<file path="src/rtl/systolic_sequencer.sv">
// systolic_sequencer
//   Control sequencer for the MAC systolic array. It walks every output tile
//   of an M x M product. The row-slice of A is the outer loop and the
//   column-slice of B is the inner loop. For each tile it does four things:
//     - issues M operand reads,
//     - waits DRAIN_CYC cycles for the array skew to flush,
//     - hands N1 result rows to the writeback port under ready/valid,
//     - moves on to the next tile.
//   Optional feature: define SEQ_PERF_CNT_EN to build the busy-cycle counter
//   behind cycle_count. Without it, cycle_count is tied to zero.

module systolic_sequencer #(
    parameter int N1        = 4,
    parameter int N2        = 4,
    parameter int M         = 8,
    parameter int DRAIN_CYC = N1 + N2
) (
    input  logic                                              clk,
    input  logic                                              rst,
    input  logic                                              start,
    output logic                                              busy,
    output logic                                              done,
    output logic                                              rd_en,
    output logic [$clog2((M*M)/N1)-1:0]                       rd_addr_A,
    output logic [$clog2((M*M)/N2)-1:0]                       rd_addr_B,
    output logic                                              acc_clr,
    output logic                                              wb_valid,
    input  logic                                              wb_ready,
    output logic [$clog2(M)-1:0]                              wb_row,
    output logic [(($clog2(M/N2) > 0) ? $clog2(M/N2) : 1)-1:0] wb_col_slice,
    output logic                                              acc_shift,
    output logic [31:0]                                       cycle_count
);

    // Port widths, restated for internal use.
    localparam int ADDR_A_W = $clog2((M*M)/N1);
    localparam int ADDR_B_W = $clog2((M*M)/N2);
    localparam int ROW_W    = $clog2(M);
    localparam int COL_W    = ($clog2(M/N2) > 0) ? $clog2(M/N2) : 1;

    // Loop counter widths. Each is forced to at least one bit.
    localparam int A_CNT = M / N1;
    localparam int B_CNT = M / N2;
    localparam int A_W   = (A_CNT > 1)     ? $clog2(A_CNT)     : 1;
    localparam int B_W   = COL_W;
    localparam int K_W   = (M > 1)         ? $clog2(M)         : 1;
    localparam int D_W   = (DRAIN_CYC > 1) ? $clog2(DRAIN_CYC) : 1;
    localparam int R_W   = (N1 > 1)        ? $clog2(N1)        : 1;

    // Terminal counts for each loop.
    localparam logic [A_W-1:0] A_LAST = A_W'(A_CNT - 1);
    localparam logic [B_W-1:0] B_LAST = B_W'(B_CNT - 1);
    localparam logic [K_W-1:0] K_LAST = K_W'(M - 1);
    localparam logic [D_W-1:0] D_LAST = D_W'(DRAIN_CYC - 1);
    localparam logic [R_W-1:0] R_LAST = R_W'(N1 - 1);

    // Multipliers for the address and row arithmetic, sized to the result.
    localparam logic [ADDR_A_W-1:0] M_AA = ADDR_A_W'(M);
    localparam logic [ADDR_B_W-1:0] M_AB = ADDR_B_W'(M);
    localparam logic [ROW_W-1:0]    N1_R = ROW_W'(N1);

    typedef enum logic [2:0] {
        S_IDLE,
        S_RUN,
        S_DRAIN,
        S_WB,
        S_DONE
    } state_t;

    state_t         r_state, w_state_nxt;
    logic [A_W-1:0] r_a, w_a_nxt;   // A row-slice index
    logic [B_W-1:0] r_b, w_b_nxt;   // B column-slice index
    logic [K_W-1:0] r_k, w_k_nxt;   // operand read index within a tile
    logic [D_W-1:0] r_d, w_d_nxt;   // drain cycle index
    logic [R_W-1:0] r_r, w_r_nxt;   // result row within a tile

    // State and loop-counter register; reset returns everything to IDLE/zero.
    always_ff @(posedge clk) begin
        // NOTE: sequential state uses non-blocking assignments so every register samples pre-edge values.
        if (rst) begin
            r_state <= S_IDLE;
            r_a     <= '0;
            r_b     <= '0;
            r_k     <= '0;
            r_d     <= '0;
            r_r     <= '0;
        end else begin
            r_state <= w_state_nxt;
            r_a     <= w_a_nxt;
            r_b     <= w_b_nxt;
            r_k     <= w_k_nxt;
            r_d     <= w_d_nxt;
            r_r     <= w_r_nxt;
        end
    end

    // Next-state/counter logic plus output decode.
    // Outputs depend only on registered state, except acc_shift, which follows wb_ready.
    always_comb begin
        // NOTE: every signal gets a default first, so no path through the case leaves one unassigned (no latches).
        w_state_nxt  = r_state;
        w_a_nxt      = r_a;
        w_b_nxt      = r_b;
        w_k_nxt      = r_k;
        w_d_nxt      = r_d;
        w_r_nxt      = r_r;
        busy         = 1'b0;
        done         = 1'b0;
        rd_en        = 1'b0;
        rd_addr_A    = '0;
        rd_addr_B    = '0;
        acc_clr      = 1'b0;
        wb_valid     = 1'b0;
        wb_row       = '0;
        wb_col_slice = '0;
        acc_shift    = 1'b0;

        case (r_state)
            S_IDLE: begin
                if (start) begin
                    w_state_nxt = S_RUN;
                    w_a_nxt     = '0;
                    w_b_nxt     = '0;
                    w_k_nxt     = '0;
                    w_d_nxt     = '0;
                    w_r_nxt     = '0;
                end
            end

            S_RUN: begin
                busy      = 1'b1;
                rd_en     = 1'b1;
                rd_addr_A = ADDR_A_W'(r_a) * M_AA + ADDR_A_W'(r_k);
                rd_addr_B = ADDR_B_W'(r_b) * M_AB + ADDR_B_W'(r_k);
                acc_clr   = (r_k == '0);
                if (r_k == K_LAST) begin
                    w_k_nxt     = '0;
                    w_d_nxt     = '0;
                    w_state_nxt = S_DRAIN;
                end else begin
                    w_k_nxt = r_k + 1'b1;
                end
            end

            S_DRAIN: begin
                busy = 1'b1;
                if (r_d == D_LAST) begin
                    w_d_nxt     = '0;
                    w_r_nxt     = '0;
                    w_state_nxt = S_WB;
                end else begin
                    w_d_nxt = r_d + 1'b1;
                end
            end

            S_WB: begin
                busy         = 1'b1;
                wb_valid     = 1'b1;
                wb_row       = ROW_W'(r_a) * N1_R + ROW_W'(r_r);
                wb_col_slice = r_b;
                acc_shift    = wb_ready;
                if (wb_ready) begin
                    if (r_r == R_LAST) begin
                        w_r_nxt = '0;
                        w_k_nxt = '0;
                        if (r_b != B_LAST) begin
                            w_b_nxt     = r_b + 1'b1;
                            w_state_nxt = S_RUN;
                        end else if (r_a != A_LAST) begin
                            w_b_nxt     = '0;
                            w_a_nxt     = r_a + 1'b1;
                            w_state_nxt = S_RUN;
                        end else begin
                            w_state_nxt = S_DONE;
                        end
                    end else begin
                        w_r_nxt = r_r + 1'b1;
                    end
                end
            end

            S_DONE: begin
                done        = 1'b1;
                w_state_nxt = S_IDLE;
            end

            default: begin
                w_state_nxt = S_IDLE;
            end
        endcase
    end

`ifdef SEQ_PERF_CNT_EN
    logic [31:0] r_cycle_count;

    // Busy-cycle counter: clears when a start is accepted and counts every busy cycle.
    // It holds its value through DONE and IDLE.
    always_ff @(posedge clk) begin
        if (rst) begin
            r_cycle_count <= '0;
        end else if (r_state == S_IDLE && start) begin
            r_cycle_count <= '0;
        end else if (busy) begin
            r_cycle_count <= r_cycle_count + 32'd1;
        end
    end

    assign cycle_count = r_cycle_count;
`else
    assign cycle_count = '0;
`endif

endmodule

</file>
<file path="config.mk">
export PLATFORM = sky130hd
export DESIGN_NAME = systolic_sequencer
export DESIGN_NICKNAME = d
export VERILOG_FILES = /design/src/rtl/systolic_sequencer.sv
export SDC_FILE = /design/constraint.sdc
export NUM_CORES = 1
export LEC_CHECK = 0
export CORE_MARGIN = 10
export CORE_UTILIZATION = 30
export DETAILED_ROUTE_END_ITERATION = 6
export PLACE_DENSITY = 0.72
export SYNTH_ARGS = -nofsm -noshare
export SYNTH_HDL_FRONTEND = slang
export SYNTH_SLANG_ARGS = --single-unit
</file>
<file path="constraint.sdc">
create_clock -name clk -period 1.4 [get_ports clk]
set_clock_uncertainty 0.05 [all_clocks]
set_input_delay 0.35 -clock clk [delete_from_list [all_inputs] [get_ports clk]]
set_output_delay 0.35 -clock clk [all_outputs]
set_load 0.05 [all_outputs]
</file>
==> results of run 1 <==
[path summary, 6_finish.rpt]
check,to,slack (ns),cells after the start
worst max-delay path,done,-0.27,4
worst max register to register,r_state[2],-0.04,6
worst min-delay path,r_r[1],0.44,2
worst min register to register,r_r[1],0.44,2
[logic make-up (layout without fill, tap and decap cells)]
logic type,count (synthesis),count (layout),synth area share (%)
buffers and inverters,47,58,27.14
and+or+nand+nor,46,46,24.01
other,1,32,0.3129
xor gates and xnor gates,1,1,0.7308
AOI/OAI and AO/OA,24,24,14.82
DFF,13,13,21.71
adders and majority gates,6,6,6.263
muxes,6,6,5.011
[per-layer routing]
metal | part of all wire [%] | GRT usage [%] | wire, um | vias up
met2 | 49 | 13.27 | 1443 | 39
met3 | 9.3 | 3.711 | 275 | 5
li1 | - | - | - | 503
met4 | 1.6 | 3.692 | 47 | 0
met5 | 0 | 0 | 0 | -
met1 | 40 | 7.930 | 1202 | 451
[repair_timing]
item / 4_1_cts / 5_1_grt
setup buffers: 1 / 2
setup endpoints to repair: 27 / 27
gates resized for setup: 14 / 16
pin swaps: 6 / 5
[worst max-delay path, delay by kind of cell (launching register included)]
family | cells | cell delay (ns)
buffers and inverters | 3 | 0.48
AND/OR/NAND/NOR | 1 | 0.20
flip-flops | 1 | 0.33
[placed cells by master, fill, tap and decap left out, types with 2 or more instances in the layout]
cell type	count
clkbuf_8	3
and2_2	2
nand4_1	2
ha_1	2
nand3b_1	2
dlygate4sd2_1	2
nand2_1	4
o21ai_0	2
a211oi_1	2
nand2b_1	10
buf_4	22
and3b_2	2
dfxtp_1	6
buf_12	19
nor2_1	4
buf_6	4
mux2i_1	5
nor2_4	2
a21oi_1	7
and2_4	8
o21ai_1	3
dfxtp_2	7
ha_4	4
conb_1	32
inv_1	6
[per-stage QoR]
| step | power [mW] | hold slack, ns | setup TNS, ns | utilization, % | std cells |
|---|---|---|---|---|---|
| floorplan | 1.458 | 0.4022 | -1.220 | - | 175 |
| detailed placement | 1.896 | 0.4380 | -3.807 | 45.29 | 227 |
| finish | 2.375 | 0.4415 | -3.924 | 49.97 | 234 |
| global route | 2.501 | 0.4826 | -5.247 | 49.97 | 234 |
| global placement | 1.877 | 0.4166 | -3.301 | 45.29 | 227 |
| CTS | 2.289 | 0.4426 | -4.066 | 47.25 | 232 |
[power breakdown]
part	internal [mW]	total, mW	switching, mW
sequential	0.417	0.454	0.0373
combinational	0.718	1.57	0.855
clock	0.202	0.347	0.146
[registers in the layout (all words and copies together), names as in the netlist]
register,flops
r_d,3
r_r,2
r_a,1
r_b,1
r_k,3
r_state,3
[final cells by class]
class / count / area (um^2) / share of cell area (%)
clock buffers: 4 / 45.04 / 2.390
inverters: 6 / 22.52 / 1.195
multi-input cells: 115 / 869.6 / 46.15
flip-flops and latches: 13 / 269.0 / 14.28
well taps: 48 / 60.06 / 3.187
repair buffers: 48 / 618.1 / 32.80
==> results_dict.tcl, run 1 <==
set metrics [dict create \
    status "finished, violations left" \
    violations "setup timing" \
    hold_buffers 0 \
    cts_tree "done" \
    yosysSeqAreaShare_pct 21.71 \
    drt-pass1-iter-count 4 \
    postLayoutSetupSlackWorst_ns -0.2676 \
    antenna_cells 0 \
    postRouteAntennaNets 0 \
    yosys-top-cells-area "buf_4, dfxtp_1, ha_1" \
    pin_count 54 \
    yosysMostFrequentCell "buf_4" \
    cts_made_buffers 3 \
    fill_cells 354 \
    drt_iter0_markers 11 \
    setup_viol 19 \
    rsz0062_at_grt "yes" \
    drc 0 \
    place_area_mm2 0.001708 \
    grtUsageTotal_pct 7.835 \
    synth_edf_count 0 \
    design_area_mm2 0.001884 \
    place.gp.congestion 0.8315 \
    cts_root_buf "clkbuf_8" \
    grt_pass1_vias 1023 \
    syn_to_final_growth_pct 57.20 \
    io_buffer_count 21 \
    core_area_mm2 0.003771 \
    cts.sinks 13 \
    start_util_pct 31.79 \
    hold_violations 0 \
    clk_pin_slew_ns 0.06 \
    path_class "flip-flop to output pin" \
    hold_start "r_r[1]" \
    synth_top_cells_by_count "buf_4, dfxtp_1, and2_1, nand2b_1, a21oi_1" \
    powerDensity_mw_per_mm2 1261 \
    vias 998 \
    ys_types 37 \
    worstReg2RegStart "r_k[1]" \
    hold_class "flip-flop to flip-flop" \
    min_period_over_period_pct 119.1 \
    fmax_mhz 599.7 \
    grt_pass1_wl_um 4581 \
    startpoint "r_state[1]" \
    avgViaCountPerCell 4.265 \
    wl_um 2969 \
    yosys_register_bits 13 \
    cts_max_level 1 \
    endpoint_kind "output pin" \
    cpPeakStageDelay_ns 0.33 \
    grt_max_degree 10 \
    drive_above_1_share_pct 45.70 \
    drv_slew 0 \
    vdd_drop_max_v 0.0004055 \
    chipHeight_um 83.21 \
    ys.warnings.count 0 \
    cp_common_cell "buf_12" \
    syn_area_mm2 0.001199 \
    antenna_found_initial 0 \
    drv_cap 0 \
    ys.flop_type "dfxtp_1" \
    cts_buffer_depth 2 \
    syn_inst 144 \
    yosys.area.top_type "buf_4" \
    cp.required_ns 1.00 \
    dp.final_hpwl_um 2427 \
    avgSynthCellArea_um2 8.324 \
    routedWlPerCell_um 12.69 \
    die_x_um 83.21 \
    clk_latency_ns 0.25 \
    synthArstFlopShare_pct 0 \
    worstPathCellList "buf_4, buf_12, nor3_4, buf_12" \
    final_nets 197 \
    die_area_mm2 0.006924 \
    p_leak_nw 0.7989 \
    placementRows 22 \
    crit_path_start_kind "flip-flop" \
    arrival_ns 1.27 \
    slowest_stage "dfxtp_2" \
    grt_overflow_total 0 \
    place_ws_ns -0.3631 \
    synth.top_cell.area_share_pct 23.17 \
    cp_max_fo 8 \
    fin_crit_ns 1.668 \
]
No activity file was read; power rests on OpenSTA's default activity.
==> run 2, diff against run 1 <==
--- a/config.mk
+++ b/config.mk
@@ -7,2 +7,3 @@
 export LEC_CHECK = 0
+export CAP_MARGIN = 20
 export CORE_MARGIN = 10
--- a/constraint.sdc
+++ b/constraint.sdc
@@ -4,2 +4,2 @@
 set_output_delay 0.35 -clock clk [all_outputs]
-set_load 0.05 [all_outputs]
+set_load 0.01 [all_outputs]
==> run 2 against run 1 <==
The flow still finishes with violations (setup timing). Critical path type unchanged. Hold slack improved by 0.021 ns. Largest cell class unchanged. Critical path depth unchanged. Clock power barely moved. Largest power group unchanged. Highest routed layer unchanged. First-iteration DRC count rose to 4.3 times the previous value.
==> results_dict.tcl, run 2 (synthesis gave the netlist of run 1 again) <==
set metrics [dict create \
    status "finished, violations left" \
    violations "setup timing" \
    dp.final_hpwl_um 2277 \
    die_x_um 83.21 \
    clock_power_share_pct 19.2 \
    start_util_pct 31.79 \
    power_switching_uw 690.2 \
    avgViaCountPerCell 4.415 \
    grt_pass1_wl_um 4857 \
    design_area_mm2 0.001750 \
    clk_latency_ns 0.25 \
    wl_um 3220 \
    clk_pin_slew_ns 0.06 \
    crit_path_start_kind "flip-flop" \
    cts_max_level 1 \
    setup_viol 20 \
    antenna_found_initial 0 \
    antenna_cells 0 \
    grt_pass1_vias 1038 \
    place_area_mm2 0.001481 \
    gr-usage-met1_pct 9.232 \
    path_class "flip-flop to output pin" \
    place.gp.congestion 0.8014 \
    drv_slew 0 \
    cts.sinks 13 \
    met2_usage_pct 12.64 \
    regArea_um2 276.5 \
    min_period_over_period_pct 116.5 \
    final_nets 199 \
    hold_buffers 0 \
    grtUsageMet3_pct 4.688 \
    grtUsageTotal_pct 8.143 \
    fmax_mhz 613.1 \
    powerDensity_mw_per_mm2 1039 \
    cts_buffer_depth 2 \
    cts_made_buffers 3 \
    worstReg2RegStart "r_state[0]" \
    grt_max_degree 15 \
    postRouteAntennaNets 0 \
    fin_crit_ns 1.631 \
    drive_above_1_share_pct 46.81 \
    drt_iter0_markers 47 \
    finish.utilization_pct 46.42 \
    pin_count 54 \
    netSwitchingFraction_pct 37.94 \
    die_area_mm2 0.006924 \
    core_area_mm2 0.003771 \
    drv_cap 0 \
    hold_class "flip-flop to flip-flop" \
    seq_power_share_pct 25.8 \
    internal_power_mw 1.129 \
    startpoint "r_state[0]" \
    vdd_drop_max_v 0.0005000 \
    comb_power_share_pct 55.0 \
    routedWlPerCell_um 13.64 \
    final_cell_mix "conb_1, buf_4, buf_6" \
    fin_total_pwr_mw 1.819 \
    cts_root_buf "clkbuf_8" \
    rsz0062_at_grt "yes" \
    cp_max_fo 14 \
    placementRows 22 \
    p_leak_nw 0.7624 \
    grt_most_used_layer "met2" \
    drt-pass1-iter-count 4 \
    final_common_cell "conb_1" \
    vias 1042 \
    cts_tree "done" \
    arrival_ns 1.23 \
    syn_to_final_growth_pct 46.03 \
    hold_start "r_d[1]" \
    postLayoutSetupSlackWorst_ns -0.2312 \
    cp.required_ns 1.00 \
    largestRegisters "r_d: 3 flops, r_k: 3 flops, r_state: 3 flops" \
    io_buffer_count 21 \
    hold_violations 0 \
    place_ws_ns -0.4887 \
    multi_input_area_um2 902.1 \
    drc 0 \
    endpoint_kind "output pin" \
    grt_overflow_total 0 \
    chipHeight_um 83.21 \
    timing.setup.tns_ns -3.150 \
    fill_cells 369 \
]
[run 2: cell type report]
type                       count  area share (%)
clock buffer                   4           2.573
inverter                       6           1.287
multi-input combinational    116           51.54
sequential                    13           15.80
tap                           48           3.431
timing repair buffer          49           25.38
[run 2: final timing paths]
path | to | slack (ns) | cells after the start
worst max register to register | r_b | -0.11 | 4
worst min-delay path | r_d[1] | 0.46 | 2
worst max-delay path | busy | -0.23 | 4
worst min register to register | r_d[1] | 0.46 | 2
[run 2: stage by stage]
step	hold slack [ns]	instances
2_1_floorplan	0.4022	175
3_3_place_gp	0.4160	225
3_5_place_dp	0.4219	225
4_1_cts	0.4338	235
5_1_grt	0.4945	236
6_report	0.4623	236
[run 2: worst max-delay path, cell delays in order (launching register included)]
cell and delay, ns:
dfxtp_4 0.36, buf_6 0.19, nor2_2 0.07, nor2_1 0.11, clkdlybuf4s15_2 0.24
[run 2: metal layers]
metal / part of all wire, % / wire [um]
met1: 43 / 1372
met3: 9.3 / 301
met5: 0 / 0
met2: 47 / 1514
met4: 0.96 / 31
[run 2: what timing repair did]
action,in CTS,in global routing
setup buffers,6,1
resized for setup,108,26
pin swaps,21,4
gates cloned,1,0
setup endpoints to repair,28,31
[run 2: power groups by stage]
stage / registers, mW / logic, mW / clock network, mW
global placement: 0.452 / 0.826 / 0
CTS: 0.459 / 0.897 / 0.351
global route: 0.478 / 1.07 / 0.379
floorplan: 0.465 / 0.631 / 0
finish: 0.470 / 1.00 / 0.349
detailed placement: 0.453 / 0.834 / 0
